### src/rtl/mode_sequencer.sv
// UI mode selector: steps through NUM_MODES modes on forward/backward key presses,
// with long-press return-home, idle timeout to mode 0 and a gameplay lock.
module mode_sequencer #(
  parameter int NUM_MODES   = 3,
  parameter int MODE_W      = 2,
  parameter int TIMEOUT_CYC = 1000,
  parameter int HOLD_CYC    = 500
) (
  input  logic              clk,
  input  logic              rst_n,
  input  logic              next_i,
  input  logic              prev_i,
  input  logic              lock_i,
  output logic [MODE_W-1:0] mode,
  output logic              mode_changed,
  output logic              timeout_pulse
);

  localparam int IDLE_W = (TIMEOUT_CYC > 1) ? $clog2(TIMEOUT_CYC) : 1;
  localparam int HOLD_W = (HOLD_CYC > 1) ? $clog2(HOLD_CYC) : 1;
  localparam logic [IDLE_W-1:0] IDLE_LAST = IDLE_W'(TIMEOUT_CYC - 1);
  localparam logic [HOLD_W-1:0] HOLD_LAST = HOLD_W'(HOLD_CYC - 1);
  localparam logic [MODE_W-1:0] MODE_LAST = MODE_W'(NUM_MODES - 1);
  localparam logic [MODE_W:0]   MODE_LIM  = (MODE_W + 1)'(NUM_MODES);

  logic              next_q, prev_q;
  logic [IDLE_W-1:0] idle_cnt;
  logic [HOLD_W-1:0] hold_cnt;
  logic              hold_fired;

  logic nxt_ev, prv_ev, illegal, hold_hit, to_hit;

  assign nxt_ev   = next_i & ~next_q;
  assign prv_ev   = prev_i & ~prev_q;
  assign illegal  = ({1'b0, mode} >= MODE_LIM);
  assign hold_hit = (HOLD_CYC != 0) && next_i && (hold_cnt == HOLD_LAST) && !hold_fired;
  assign to_hit   = (TIMEOUT_CYC != 0) && (mode != '0) && (idle_cnt == IDLE_LAST);

  always_ff @(posedge clk or negedge rst_n) begin
    if (!rst_n) begin
      mode          <= '0;
      mode_changed  <= 1'b0;
      timeout_pulse <= 1'b0;
      idle_cnt      <= '0;
      hold_cnt      <= '0;
      hold_fired    <= 1'b0;
      // keys held through reset release must not register as presses
      next_q        <= 1'b1;
      prev_q        <= 1'b1;
    end else begin
      next_q        <= next_i;
      prev_q        <= prev_i;
      mode_changed  <= 1'b0;
      timeout_pulse <= 1'b0;

      if (lock_i || !next_i) begin
        hold_cnt   <= '0;
        hold_fired <= 1'b0;
      end else begin
        if (hold_cnt != HOLD_LAST) hold_cnt <= hold_cnt + 1'b1;
        if (hold_hit) hold_fired <= 1'b1;
      end

      if (illegal) begin
        mode         <= '0;
        mode_changed <= 1'b1;
        idle_cnt     <= '0;
      end else if (lock_i) begin
        idle_cnt <= '0;
      end else if (hold_hit) begin
        mode         <= '0;
        mode_changed <= (mode != '0);
        idle_cnt     <= '0;
      end else if (to_hit) begin
        mode          <= '0;
        mode_changed  <= 1'b1;
        timeout_pulse <= 1'b1;
        idle_cnt      <= '0;
      end else if (nxt_ev && !prv_ev) begin
        mode         <= (mode == MODE_LAST) ? '0 : mode + 1'b1;
        mode_changed <= 1'b1;
        idle_cnt     <= '0;
      end else if (prv_ev && !nxt_ev) begin
        mode         <= (mode == '0) ? MODE_LAST : mode - 1'b1;
        mode_changed <= 1'b1;
        idle_cnt     <= '0;
      end else if (nxt_ev || prv_ev || (mode == '0) || (TIMEOUT_CYC == 0)) begin
        idle_cnt <= '0;
      end else begin
        idle_cnt <= idle_cnt + 1'b1;
      end
    end
  end

endmodule
### config.mk
export PLATFORM = sky130hd
export DESIGN_NAME = mode_sequencer
export DESIGN_NICKNAME = d
export VERILOG_FILES = /design/src/rtl/mode_sequencer.sv
export SDC_FILE = /design/constraint.sdc
export NUM_CORES = 1
export LEC_CHECK = 0
export BUFFER_PORTS_ARGS = -buffer_cell sky130_fd_sc_hd__buf_2
export CORE_ASPECT_RATIO = 2
export CORE_UTILIZATION = 25
export CTS_CLUSTER_SIZE = 28
export DETAILED_ROUTE_END_ITERATION = 7
export PLACE_DENSITY = 0.47
export SLEW_MARGIN = 0
export SYNTH_ARGS = -nofsm -noshare
export SYNTH_HDL_FRONTEND = slang
export SYNTH_SLANG_ARGS = --single-unit
export TNS_END_PERCENT = 50
### constraint.sdc
create_clock -name clk -period 3.55 [get_ports clk]
set_clock_uncertainty 0.2 [all_clocks]
set_input_delay 0.355 -clock clk [delete_from_list [all_inputs] [get_ports clk]]
set_output_delay 0.355 -clock clk [all_outputs]
set_load 0.01 [all_outputs]
==> metrics.md <==
| Metric | Value |
|---|---|
| CP startpoint kind | `input port` |
| Post-synth top area share | `43.4%` |
| CTS max path bufs | `2` |
| Synth area leader | `dfrtp_1` |
| Peak Freq | `445 MHz` |
| Post-synth EDFFs | `0` |
| Worst-Margin Slew | `0.583 ns` |
| Htree depth | `1` |
| Rows | `38` |
| Vias after detailed routing | `965` |
| Global route total overflow | `0` |
| CTS tree | `yes` |
| Die ar. | `5860 um^2` |
| Critical path endpoint category | `flip-flop` |
| Dpl hpwl | `1950 um` |
| Skew-Pair Late Insertion Delay | `0.27 ns` |
| Synth top area cells | `dfrtp_1, ha_1, nor2_1, xnor2_1, dfstp_2` |
| Die Y | `107 um` |
| Drt drc | `0` |
| Antenna-violating nets left | `0` |
| Pleak | `0.660 nW` |
| Syn. warnings | `0` |
| Combinational power share | `20.7%` |
| Cell area after synthesis | `1380 um^2` |
| Initial antenna violation count | `0` |
| Area Growth Syn to Fin | `14.6%` |
| Post-CTS Hold Buffers | `2` |
| Final GP Congestion | `0.692` |
| Final period util | `63.3%` |
| Reg power frac | `45.5%` |
| Avg Cell Area, Syn | `10.5 um^2` |
| Clock sink count | `26` |
| PortBufs | `8` |
| # diodes | `0` |
| Clock power frac | `33.8%` |
| Core Box Area | `5370 um^2` |
| Post-synth ARST share | `100%` |
| Maxcap violations | `0` |
| Internal | `531 uW` |
| Root cell of the clock tree | `clkbuf_8` |
| Fraction of layout cells with a size suffix above 1 | `13.8%` |
| Die X | `54.6 um` |
| Final net count | `161` |
| Max FO, Critical Path | `10` |
| Initial Util | `25.8%` |
| Drt wl/cell | `12.3 um` |
| Final critical-path required period | `2.25 ns` |
| Final core utilization | `29.5%` |
| Drt first pass iters | `2` |
| Setup tns final | `0 ns` |
| Worst Hold Path Cells | `2` |
| Max Slew Vio Count | `0` |
| WL final | `2520 um` |
| Number of DRC markers in iteration 0 | `19` |
| Post-synth net total | `147` |
| Part of the Yosys area used for sequential elements | `47.2%` |
| Power per cell area | `464 nW/um^2` |
| Clock transition at path regs | `0.09 ns` |
| FF+latch count, synth | `26` |
| Setup CP Type | `input port to flip-flop` |
| # resized after CTS | `0` |
| TritonCTS Buffers | `3` |
| Status | `finished clean` |
| Mapped Cells | `132` |
| First-pass GRT wire length | `4290 um` |
| Sw Pwr | `205 uW` |
| Total power | `735 uW` |
| Relative slew slack | `61.1%` |
| Worst min path class | `input port to flip-flop` |
| Final Hold Viols | `0` |
| Sw Ratio | `27.8%` |
| Overall routing resource usage | `10.2%` |
| Post-CTS setup buffers | `0` |
| Via-per-instance ratio | `4.71` |
| Cell variety after synth | `31` |
| Unrepaired setup endpoints after global routing | `false` |
| Arr. time, crit path | `2.25 ns` |
| Synth Flop Type | `dfrtp_1` |
| Worst r2r path cells | `6` |
| Largest net degree at the start of global routing | `27` |
| Final setup fails | `0` |
| Number of global-route vias before repair | `990` |
| Peak supply drop | `0.269 mV` |
| Required time worst endpoint | `3.56 ns` |
| Io pins | `9` |
## logic make-up after synthesis
group | Yosys count | synth area share [%]
xor+xnor | 12 | 7.59
fa+ha+maj | 10 | 9.04
compound gates | 13 | 7.41
simple gates | 60 | 23.9
mux | 3 | 2.17
buf+inv | 8 | 2.71
flops | 26 | 47.2
## registers in the layout (all words and copies together) (netlist names)
signal and count:
hold_cnt 9, mode 2, next_q 1, idle_cnt 10
hold_fired 1, prev_q 1, timeout_pulse 1, mode_changed 1
## power by group through the flow
stage          sequential, mW  combinational (mW)  clock [mW]
2_1_floorplan           0.345              0.0962           0
3_3_place_gp            0.339               0.149           0
3_5_place_dp            0.341               0.152           0
4_1_cts                 0.335               0.154       0.258
5_1_grt                 0.339               0.172       0.268
6_report                0.335               0.152       0.248
## cell usage in the layout, fill, tap and decap left out
master	count
and4_1	1
a21oi_1	5
ha_1	10
dlygate4sd3_1	3
nand4_4	1
clkbuf_8	3
nor2b_1	2
dfrtp_1	24
nand3b_1	1
nand2_1	9
nor2_1	22
a311oi_2	1
nor4b_2	1
a31oi_4	1
and4bb_4	1
mux2i_1	3
bufinv_16	1
or4_4	1
or3_1	3
o32ai_1	2
xnor2_1	7
xor2_1	5
dfstp_2	2
nor3_1	4
nand4_1	2
buf_2	8
nand4b_1	1
nand2b_1	4
nand3_1	6
o21ai_0	3
and2_1	1
inv_1	6
a31o_1	1
## worst paths after layout
check	start	endpoint	slack [ns]
worst max register to register	mode[1]	mode[0]	1.48
worst max-delay path	next_i	idle_cnt[3]	1.30
worst min-delay path	lock_i	timeout_pulse	0.14
max in group asynchronous	rst_n	hold_cnt[8]	2.36
min in group asynchronous	rst_n	timeout_pulse	0.41
worst min register to register	idle_cnt[0]	idle_cnt[0]	0.27
## cell usage after synthesis (all sizes together), types with 2 or more instances
cell type	n
a21oi	5
dfrtp	24
dfstp	2
ha	10
inv	6
mux2i	3
nand2	9
nand2b	4
nand3	6
nand4	3
nor2	22
nor2b	2
nor3	4
o21ai	3
o32ai	2
or3	3
xnor2	7
xor2	5
## routing by layer
metal / track usage, % / share of wire (%)
met2: 18.1 / 55
met3: 1.70 / 1.9
met1: 10.8 / 41
met4: 4.95 / 2.2
met5: 0 / 0
## area by class of cell
| class | instances | area [um^2] |
|---|---|---|
| clock buffer | 3 | 41.3 |
| clock inverter | 1 | 30.0 |
| sequential | 26 | 653 |
| multi-input combinational | 98 | 693 |
| timing repair buffer | 11 | 70.1 |
| fill | 557 | 3790 |
| inverter | 6 | 22.5 |
| tap | 60 | 75.1 |
## critical path: stages
cell	delay (ns)
dlygate4sd3_1	0.52
buf_2	0.14
nand2b_1	0.12
inv_1	0.05
ha_1	0.24
nor2_1	0.39
nand4_4	0.25
nor2_1	0.17
## through the flow
| step | std cells | hold WS [ns] | setup slack [ns] | area, um^2 |
|---|---|---|---|---|
| 6_report | 205 | 0.140 | 1.30 | 1590 |
| 4_1_cts | 204 | 0.000368 | 1.37 | 1580 |
| 3_5_place_dp | 198 | 0.201 | 1.46 | 1480 |
| 3_3_place_gp | 198 | 0.186 | 1.52 | 1480 |
| 2_1_floorplan | 132 | -0.141 | 1.49 | 1380 |
| 5_1_grt | 205 | 0.139 | 1.18 | 1590 |
Note: power is estimated with default switching activity, not from simulation.
